### src/rtl/sisc_pkg.sv
// rtl/sisc_pkg.sv - shared encodings for the SISC multicycle controller
//
// Purpose : state encoding, opcode constants, addressing-mode and datapath
//           select encodings used by the controller, its branch-condition
//           helper and anything driving or checking them.
// Ports   : none (package).

package sisc_pkg;

  // START0 is encoded as all-zero so a flop bank that powers up cleared
  // lands in START0 before the first reset is ever applied.
  typedef enum logic [2:0] {
    S_START0    = 3'd0,
    S_START1    = 3'd1,
    S_FETCH     = 3'd2,
    S_DECODE    = 3'd3,
    S_EXECUTE   = 3'd4,
    S_MEM       = 3'd5,
    S_WRITEBACK = 3'd6,
    S_HALT      = 3'd7
  } sisc_state_e;

  // instr[31:28]; 9..14 are undefined and behave as NOOP.
  localparam logic [3:0] OP_NOOP = 4'd0;
  localparam logic [3:0] OP_ALU  = 4'd1;
  localparam logic [3:0] OP_LOD  = 4'd2;
  localparam logic [3:0] OP_STR  = 4'd3;
  localparam logic [3:0] OP_SWP  = 4'd4;
  localparam logic [3:0] OP_BRA  = 4'd5;
  localparam logic [3:0] OP_BRR  = 4'd6;
  localparam logic [3:0] OP_BNE  = 4'd7;
  localparam logic [3:0] OP_BNR  = 4'd8;
  localparam logic [3:0] OP_HLT  = 4'd15;

  // mm value selecting the immediate operand for ALU_OP.
  localparam int AM_IMM = 8;

  // alu_op: bit1 = leave stat untouched, bit0 = use immediate operand.
  localparam logic [1:0] ALU_REG  = 2'b00;
  localparam logic [1:0] ALU_IMM  = 2'b01;
  localparam logic [1:0] ALU_HOLD = 2'b10;
  localparam logic [1:0] ALU_ADDR = 2'b11;

  // wb_sel: register-file write data source.
  localparam logic [1:0] WB_ALU  = 2'b00;
  localparam logic [1:0] WB_MEM  = 2'b01;
  localparam logic [1:0] WB_RB   = 2'b10;
  localparam logic [1:0] WB_ZERO = 2'b11;

  // Opcodes that go on to EXECUTE after DECODE (ALU_OP through BNR).
  function automatic logic op_executes(input logic [3:0] op);
    return (op >= OP_ALU) && (op <= OP_BNR);
  endfunction

  // PC-relative branch flavours select the relative target.
  function automatic logic op_is_rel_branch(input logic [3:0] op);
    return (op == OP_BRR) || (op == OP_BNR);
  endfunction

endpackage

### src/rtl/sisc_ctrl_mc_if.sv
// rtl/sisc_ctrl_mc_if.sv - instruction/status/memory bundle between controller and datapath
//
// Purpose : groups every non-clock, non-reset signal of the controller.
// Signals : opcode, mm, stat, mem_rdy          (datapath/memory -> controller)
//           mem_req, mem_we, ir_load, pc_write,
//           pc_sel, br_sel, rf_we, alu_op,
//           wb_sel, halted, fault              (controller -> datapath/memory)
// Modports: master = controller side, slave = datapath/memory side.

interface sisc_ctrl_mc_if #(
  parameter int STAT_W = 4
);
  logic [3:0]        opcode;
  logic [STAT_W-1:0] mm;
  logic [STAT_W-1:0] stat;
  logic              mem_rdy;

  logic              mem_req;
  logic              mem_we;
  logic              ir_load;
  logic              pc_write;
  logic              pc_sel;
  logic              br_sel;
  logic              rf_we;
  logic [1:0]        alu_op;
  logic [1:0]        wb_sel;
  logic              halted;
  logic              fault;

  modport master (
    input  opcode, mm, stat, mem_rdy,
    output mem_req, mem_we, ir_load, pc_write, pc_sel, br_sel,
           rf_we, alu_op, wb_sel, halted, fault
  );

  modport slave (
    output opcode, mm, stat, mem_rdy,
    input  mem_req, mem_we, ir_load, pc_write, pc_sel, br_sel,
           rf_we, alu_op, wb_sel, halted, fault
  );
endinterface

### src/rtl/sisc_br_cond.sv
// rtl/sisc_br_cond.sv - branch condition evaluation
//
// Purpose : decides whether a conditional branch is taken.
// Ports   : i_stat   status flags {C,N,V,Z}
//           i_mm     condition mask from instr[27:24]
//           i_opcode instr[31:28]
//           o_taken  1 = branch taken (0 for non-branch opcodes)

module sisc_br_cond
  import sisc_pkg::*;
#(
  parameter int STAT_W = 4
) (
  input  logic [STAT_W-1:0] i_stat,
  input  logic [STAT_W-1:0] i_mm,
  input  logic [3:0]        i_opcode,
  output logic              o_taken
);

  logic w_any;

  // BRA/BRR fire when any masked flag is set; BNE/BNR when none is.
  assign w_any = |(i_stat & i_mm);

  always_comb begin
    o_taken = 1'b0;
    case (i_opcode)
      OP_BRA, OP_BRR: o_taken = w_any;
      OP_BNE, OP_BNR: o_taken = ~w_any;
      default:        o_taken = 1'b0;
    endcase
  end

endmodule

### src/rtl/sisc_ctrl_mc.sv
// rtl/sisc_ctrl_mc.sv - multicycle SISC control unit
//
// Purpose : sequences FETCH/DECODE/EXECUTE/MEM/WRITEBACK for the SISC
//           datapath, with a memory wait timeout that faults into HALT.
// Ports   : clk    system clock, rising edge
//           rst_f  asynchronous active-low reset (forces START1)
//           bus    sisc_ctrl_mc_if.master: opcode/mm/stat/mem_rdy in,
//                  strobes, selects, halted and fault out
// Params  : MEM_TMO  wait cycles on mem_rdy before fault (1..255)
//           STAT_W   width of stat and the mm condition mask

module sisc_ctrl_mc
  import sisc_pkg::*;
#(
  parameter int MEM_TMO = 15,
  parameter int STAT_W  = 4
) (
  input  logic              clk,
  input  logic              rst_f,
  sisc_ctrl_mc_if.master    bus
);

  sisc_state_e r_state;
  sisc_state_e w_state_nxt;
  logic [7:0]  r_wait;
  logic [7:0]  w_wait_nxt;
  logic        r_fault;
  logic        r_halted;
  logic        w_fault_set;
  logic        w_halt_set;
  logic        w_tmo;
  logic        w_taken;

  logic        w_mem_req;
  logic        w_mem_we;
  logic        w_ir_load;
  logic        w_pc_write;
  logic        w_pc_sel;
  logic        w_br_sel;
  logic        w_rf_we;
  logic [1:0]  w_alu_op;
  logic [1:0]  w_wb_sel;

  sisc_br_cond #(
    .STAT_W (STAT_W)
  ) u_br_cond (
    .i_stat   (bus.stat),
    .i_mm     (bus.mm),
    .i_opcode (bus.opcode),
    .o_taken  (w_taken)
  );

  // The current cycle is the MEM_TMO-th consecutive one without mem_rdy.
  assign w_tmo = (r_wait == 8'(MEM_TMO - 1));

  always_ff @(posedge clk or negedge rst_f) begin
    if (!rst_f) begin
      r_state  <= S_START1;
      r_wait   <= 8'd0;
      r_fault  <= 1'b0;
      r_halted <= 1'b0;
    end else begin
      r_state <= w_state_nxt;
      r_wait  <= w_wait_nxt;
      if (w_fault_set) begin
        r_fault <= 1'b1;
      end
      if (w_halt_set) begin
        r_halted <= 1'b1;
      end
    end
  end

  always_comb begin
    w_state_nxt = r_state;
    // Counter clears whenever it is not explicitly advanced, which covers
    // every state exit as well as all non-waiting states.
    w_wait_nxt  = 8'd0;
    w_fault_set = 1'b0;
    w_halt_set  = 1'b0;
    w_mem_req   = 1'b0;
    w_mem_we    = 1'b0;
    w_ir_load   = 1'b0;
    w_pc_write  = 1'b0;
    w_pc_sel    = 1'b0;
    w_br_sel    = 1'b0;
    w_rf_we     = 1'b0;
    w_alu_op    = ALU_HOLD;
    w_wb_sel    = WB_ZERO;

    case (r_state)
      S_START0: w_state_nxt = S_START1;

      S_START1: w_state_nxt = S_FETCH;

      S_FETCH: begin
        w_mem_req = 1'b1;
        if (bus.mem_rdy) begin
          w_ir_load   = 1'b1;
          w_pc_write  = 1'b1;
          w_pc_sel    = 1'b0;
          w_state_nxt = S_DECODE;
        end else if (w_tmo) begin
          w_fault_set = 1'b1;
          w_state_nxt = S_HALT;
        end else begin
          w_wait_nxt = r_wait + 8'd1;
        end
      end

      S_DECODE: begin
        if (bus.opcode == OP_HLT) begin
          w_halt_set  = 1'b1;
          w_state_nxt = S_HALT;
        end else if (op_executes(bus.opcode)) begin
          w_state_nxt = S_EXECUTE;
        end else begin
          // NOOP and the undefined opcodes simply fetch the next word.
          w_state_nxt = S_FETCH;
        end
      end

      S_EXECUTE: begin
        case (bus.opcode)
          OP_BRA, OP_BRR, OP_BNE, OP_BNR: begin
            // pc_sel points at the target even when not taken; pc_write
            // alone decides whether the PC moves.
            w_pc_write  = w_taken;
            w_pc_sel    = 1'b1;
            w_br_sel    = op_is_rel_branch(bus.opcode);
            w_alu_op    = ALU_HOLD;
            w_state_nxt = S_FETCH;
          end
          OP_ALU: begin
            w_alu_op    = (bus.mm == STAT_W'(AM_IMM)) ? ALU_IMM : ALU_REG;
            w_state_nxt = S_WRITEBACK;
          end
          OP_LOD, OP_STR: begin
            w_alu_op    = ALU_ADDR;
            w_state_nxt = S_MEM;
          end
          OP_SWP: begin
            w_alu_op    = ALU_HOLD;
            w_state_nxt = S_WRITEBACK;
          end
          default: w_state_nxt = S_FETCH;
        endcase
      end

      S_MEM: begin
        w_mem_req = 1'b1;
        w_mem_we  = (bus.opcode == OP_STR);
        if (bus.mem_rdy) begin
          w_state_nxt = (bus.opcode == OP_STR) ? S_FETCH : S_WRITEBACK;
        end else if (w_tmo) begin
          w_fault_set = 1'b1;
          w_state_nxt = S_HALT;
        end else begin
          w_wait_nxt = r_wait + 8'd1;
        end
      end

      S_WRITEBACK: begin
        w_rf_we = 1'b1;
        case (bus.opcode)
          OP_ALU:  w_wb_sel = WB_ALU;
          OP_LOD:  w_wb_sel = WB_MEM;
          OP_SWP:  w_wb_sel = WB_RB;
          default: w_wb_sel = WB_ZERO;
        endcase
        w_state_nxt = S_FETCH;
      end

      S_HALT: w_state_nxt = S_HALT;

      default: w_state_nxt = S_START1;
    endcase
  end

  // Strobes are qualified with rst_f so they drop the instant reset is
  // asserted, independent of when the state flops settle.
  assign bus.mem_req  = w_mem_req  & rst_f;
  assign bus.mem_we   = w_mem_we   & rst_f;
  assign bus.ir_load  = w_ir_load  & rst_f;
  assign bus.pc_write = w_pc_write & rst_f;
  assign bus.rf_we    = w_rf_we    & rst_f;
  assign bus.pc_sel   = w_pc_sel;
  assign bus.br_sel   = w_br_sel;
  assign bus.alu_op   = w_alu_op;
  assign bus.wb_sel   = w_wb_sel;
  assign bus.halted   = r_halted;
  assign bus.fault    = r_fault;

endmodule

### src/flat_wrapper.sv
// flat-port wrapper written by rule: the top's interface ports become plain ports
module sisc_ctrl_mc_flat import sisc_pkg::*;
#(
  parameter int MEM_TMO = 15,
  parameter int STAT_W  = 4
)
  (clk, rst_f, bus_opcode, bus_mm, bus_stat, bus_mem_rdy, bus_mem_req, bus_mem_we, bus_ir_load, bus_pc_write, bus_pc_sel, bus_br_sel, bus_rf_we, bus_alu_op, bus_wb_sel, bus_halted, bus_fault);
  sisc_ctrl_mc_if #(.STAT_W(STAT_W)) bus_i ();
  input  logic clk;
  input  logic rst_f;
  input wire logic [$bits(bus_i.opcode)-1:0] bus_opcode;
  input wire logic [$bits(bus_i.mm)-1:0] bus_mm;
  input wire logic [$bits(bus_i.stat)-1:0] bus_stat;
  input wire logic [$bits(bus_i.mem_rdy)-1:0] bus_mem_rdy;
  output wire logic [$bits(bus_i.mem_req)-1:0] bus_mem_req;
  output wire logic [$bits(bus_i.mem_we)-1:0] bus_mem_we;
  output wire logic [$bits(bus_i.ir_load)-1:0] bus_ir_load;
  output wire logic [$bits(bus_i.pc_write)-1:0] bus_pc_write;
  output wire logic [$bits(bus_i.pc_sel)-1:0] bus_pc_sel;
  output wire logic [$bits(bus_i.br_sel)-1:0] bus_br_sel;
  output wire logic [$bits(bus_i.rf_we)-1:0] bus_rf_we;
  output wire logic [$bits(bus_i.alu_op)-1:0] bus_alu_op;
  output wire logic [$bits(bus_i.wb_sel)-1:0] bus_wb_sel;
  output wire logic [$bits(bus_i.halted)-1:0] bus_halted;
  output wire logic [$bits(bus_i.fault)-1:0] bus_fault;
  assign bus_i.opcode = bus_opcode;
  assign bus_i.mm = bus_mm;
  assign bus_i.stat = bus_stat;
  assign bus_i.mem_rdy = bus_mem_rdy;
  assign bus_mem_req = bus_i.mem_req;
  assign bus_mem_we = bus_i.mem_we;
  assign bus_ir_load = bus_i.ir_load;
  assign bus_pc_write = bus_i.pc_write;
  assign bus_pc_sel = bus_i.pc_sel;
  assign bus_br_sel = bus_i.br_sel;
  assign bus_rf_we = bus_i.rf_we;
  assign bus_alu_op = bus_i.alu_op;
  assign bus_wb_sel = bus_i.wb_sel;
  assign bus_halted = bus_i.halted;
  assign bus_fault = bus_i.fault;
  sisc_ctrl_mc #(.MEM_TMO(MEM_TMO), .STAT_W(STAT_W)) u_core (.clk(clk), .rst_f(rst_f), .bus(bus_i));
endmodule
### config.mk
export PLATFORM = sky130hd
export DESIGN_NAME = sisc_ctrl_mc_flat
export DESIGN_NICKNAME = d
export VERILOG_FILES = /design/src/rtl/sisc_pkg.sv /design/src/rtl/sisc_ctrl_mc_if.sv /design/src/rtl/sisc_br_cond.sv /design/src/rtl/sisc_ctrl_mc.sv /design/src/flat_wrapper.sv
export SDC_FILE = /design/constraint.sdc
export NUM_CORES = 1
export LEC_CHECK = 0
export BUFFER_PORTS_ARGS = -buffer_cell sky130_fd_sc_hd__buf_2
export CAP_MARGIN = 15
export CORE_UTILIZATION = 45
export CTS_BUF_LIST = sky130_fd_sc_hd__clkbuf_4 sky130_fd_sc_hd__clkbuf_8
export CTS_CLUSTER_SIZE = 10
export DETAILED_ROUTE_END_ITERATION = 7
export PLACE_DENSITY = 0.72
export SLEW_MARGIN = 30
export SYNTH_ARGS = -nofsm -noshare
export SYNTH_HDL_FRONTEND = slang
export SYNTH_SLANG_ARGS = --single-unit
### constraint.sdc
create_clock -name clk -period 2.5 [get_ports clk]
set_clock_uncertainty 0.1 [all_clocks]
set_input_delay 0.75 -clock clk [delete_from_list [all_inputs] [get_ports clk]]
set_output_delay 0.75 -clock clk [all_outputs]
set_load 0.05 [all_outputs]
==> results.md <==
- The core footprint is 2020 um2.
- In this run the horizontal extent of the chip is 49.3 um.
- The Yosys step of the flow raised 0 warnings.
- The maximum ir drop on the vdd rail is 0.570 mV.
- The pin slew with the least headroom to its limit is 0.344 ns.
- From synthesis to final layout, the design area changed by 48.6%.
- The placed wire-length estimate is 1980 um.
- The number of instances in the synthesized netlist is 120.
- The maximum clock insertion buffer count is 2.
- The slowest stage cell on the critical path is sky130_fd_sc_hd__or3b_4.
- The power per standard cell area is 612 nW/um2.
- In the final routed layout, each cell accounts on average for 13.8 um.
- Broken down by cell family, the worst path's largest delay share belongs to simple AND/OR/NAND/NOR gates.
- For this run, asynchronously set or reset flops after synthesis account for 1.00.
- The total overflow left after global routing is 0.
- Counting instances in the post-synthesis netlist gives the leading cell types as 20 x sky130_fd_sc_hd__nor2_1, 12 x sky130_fd_sc_hd__dfrtp_1, 8 x sky130_fd_sc_hd__nand2_1.
- At the worst endpoint, the arrival time is 1.77 ns.
- Of the post-synthesis cell area, the dominant cell type holds 0.299.
- The final worst hold slack is 0.361 ns.
- The number of antenna diodes in the final layout is 0.
- The cell area that synthesis handed to floorplanning was between 1000 and 1500 um2.
- Synthesis inferred 13 register bits.
- The maximum frequency from static timing analysis is 381 MHz.
- TritonCTS built the clock tree.
- Routability-driven placement finished with a final weighted congestion of 0.877.
- The static leakage power is between 0.0006 and 0.0007 uW.
- The worst setup path is launched from a flip-flop.
- The number of H-tree levels is 1.
- Measured along the y axis, the die boundary spans 49.3 um.
- Summed over all instances, the cell type with the most area after synthesis is sky130_fd_sc_hd__dfrtp_1.
- The routed wire length is 2660 um.
- The count of nets left with antenna violations after detail routing is 0.
- The initial antenna violation count is 0.
- Buffers inserted during clock tree synthesis total 3.
- The final-report hold violation count is 0.
- Max-cap violations in this run came to 0.
- For this run, the detailed router's first-pass iteration total came to 4.
- The run finished, with violations left.
- The hold-fix buffer count after cts is 0.
- Walking the worst path, the cells encountered are or3b_4 -> and4bb_2 -> a31oi_2 -> o211ai_4 -> buf_6.
- The count of buffering cells on the critical path with inverters included is 1.
- The iteration-0 DRC count of the detailed router is 18.
- The die covers approximately 2400 um2.
- The worst pin sits at a relative slew slack of 0.769.
- In this run the worst path has a maximum fanout of 3.
- The checks that failed: negative setup slack.
- The fraction of the cycle the final worst path needs is 1.05.
- The average instance area after synthesis is 8.38 um2.
- The largest single stage delay on the critical path is roughly 0.42 ns.
- The most common cell in the synthesized netlist is sky130_fd_sc_hd__nor2_1.
- The total track usage is 0.222.
- After synthesis, the cell types taking the most area are sky130_fd_sc_hd__dfrtp_1 30%, sky130_fd_sc_hd__nor2_1 7.5%, sky130_fd_sc_hd__xor2_1 5.2%, sky130_fd_sc_hd__xnor2_1 3.5%, sky130_fd_sc_hd__buf_2 3.0%.
- The first global-routing pass estimated about 4200 um of wire.
- Setup violations remaining at the end of the flow were counted as 3.
- By startpoint and endpoint, the worst setup path is classified as reg -> out.
- The number of clock sinks seen by CTS is 13.
- The data required time at the worst endpoint is 1.65 ns.
- The most instantiated flip-flop cell in the synthesis netlist is sky130_fd_sc_hd__dfrtp_1.
- Counting I/O delays and the setup requirement, the final critical path takes 2.62 ns.
- Entering global routing, the biggest net connects 12 pins.
- The via count of the first global-routing pass was 974.
- The distinct cell type count after synthesis is between 40 and 50.
- The path class of the tightest hold or removal check is reg -> reg.
- The setup slack of the critical path after layout is -0.122 ns.
- Setup repair after global routing could not meet its margin everywhere.
- Of the cells placed in the final design, the portion with a size suffix greater than 1 is 0.448.
- In this run the clock root is driven by a sky130_fd_sc_hd__clkbuf_4.
- The max-slew violation total from the final report is 0.
- After clock tree synthesis, the clock-pin slew on the worst setup and hold paths is about 0.070 ns.
- The sort of element at the end of the critical path is an output pin.
- The floorplan has 16 rows.
- After detailed routing, the number of vias per cell comes to 5.53.
- Of the synthesized area, sequential elements account for 0.325.
- The count of buffers added on input and output ports is 27.
- The total via count after detailed routing is 1062.
- The initial core utilization is 0.498.
- The post-synthesis net count is ~140.
- 28 I/O pins were placed.
- In this run, synthesis inferred 0 flip-flops with an integrated enable.
- The net total in the final layout is 183.
- For this run, design rule violations remaining after detail routing come to 0.
- The utilization of the core after routing is 0.739.
- Clock latency on the worst-skew pair, taken at its later pin, is 0.27 ns.
-- layer usage --
metal / global-route usage / share of wire / routed length [um]
met1: 0.271 / 0.42 / 1120
met2: 0.406 / 0.54 / 1430
met3: 0.0467 / 0.041 / 109
met4: 0.0294 / 0 / 0
met5: 0 / 0 / 0
-- power by group --
group,internal [uW],switching (uW),total [uW]
Clock,72.6,62.2,135
Sequential,253,27.9,281
Combinational,195,305,499
-- layout by cell type, fill, tap and decap left out, types with 2 or more instances in the layout --
cell type                  netlist  layout
sky130_fd_sc_hd__nand2_1         8       8
sky130_fd_sc_hd__dfrtp_1        12      12
sky130_fd_sc_hd__buf_4           1      22
sky130_fd_sc_hd__a21oi_1         4       3
sky130_fd_sc_hd__buf_2           6      16
sky130_fd_sc_hd__nand3b_1        2       2
sky130_fd_sc_hd__nor3_1          5       3
sky130_fd_sc_hd__nor2_1         20      18
sky130_fd_sc_hd__inv_1           4       4
sky130_fd_sc_hd__a211oi_1        2       2
sky130_fd_sc_hd__clkbuf_4        0       5
sky130_fd_sc_hd__ha_1            2       2
sky130_fd_sc_hd__and2_1          2       2
sky130_fd_sc_hd__and3_1          2       2
sky130_fd_sc_hd__buf_6           0      11
sky130_fd_sc_hd__and4_1          2       2
sky130_fd_sc_hd__nand3_1         6       6
sky130_fd_sc_hd__nor2_2          0       2
sky130_fd_sc_hd__xor2_1          6       6
sky130_fd_sc_hd__nor3b_2         0       2
sky130_fd_sc_hd__nor3_4          0       3
sky130_fd_sc_hd__xnor2_1         4       4
sky130_fd_sc_hd__a22oi_1         3       3
-- sequential cells by signal (all words and copies together) (netlist names) --
name,flops
u_core.bus.halted,1
u_core.r_state,3
u_core.bus.fault,1
u_core.r_wait,8
-- layout make-up --
class | count | area, um2
inverters | 4 | 15.0
repair buffers | 50 | 377
clock buffers | 4 | 30.0
well taps | 27 | 33.8
multi-input cells | 94 | 713
fillers | 152 | 527
flip-flops and latches | 13 | 327
-- cells by family (layout without fill, tap and decap cells) --
family                   after synthesis  after routing  share of synthesized area
adder cells (fa/ha/maj)                2              2                     0.0249
multiplexers                           1              1                    0.00995
flip-flops                            13             13                      0.325
AND/OR/NAND/NOR                       62             62                      0.351
XOR/XNOR                              10             10                     0.0871
buffers and inverters                 13             58                     0.0597
AO/OA/AOI/OAI                         19             19                      0.143
-- through the flow --
stage               instances  setup TNS [ns]  total power [uW]  worst slack [ns]  cell area, um2
global route              192          -0.511               973            -0.217            1500
detailed placement        187          -0.410               734            -0.185            1340
global placement          187          -0.336               724            -0.156            1340
floorplan                 120         -0.0709               610           -0.0499            1050
finish                    192          -0.200               915            -0.122            1500
CTS                       192          -0.237               889            -0.138            1440
-- what timing repair did --
action,4_1_cts,5_1_grt
setup buffers,1,0
gates resized for setup,17,20
pin swaps,5,3
setup endpoints to repair,6,10
-- worst paths after layout --
check,from,endpoint,slack (ns),cells past startpoint
setup reg to reg,u_core.r_wait[0]$_DFF_PN0_,u_core.r_state[2]$_DFF_PN0_,0.76,6
max in group asynchronous,rst_f,u_core.r_state[0]$_DFF_PN1_,1.67,3
min in group asynchronous,rst_f,u_core.r_wait[7]$_DFF_PN0_,0.41,3
setup / recovery,u_core.r_state[0]$_DFF_PN1_,bus_pc_write,-0.12,5
hold reg to reg,u_core.bus.halted$_DFFE_PN0P_,u_core.bus.halted$_DFFE_PN0P_,0.36,1
hold / removal,u_core.bus.halted$_DFFE_PN0P_,u_core.bus.halted$_DFFE_PN0P_,0.36,1
No activity file was read; power rests on OpenSTA's default activity.
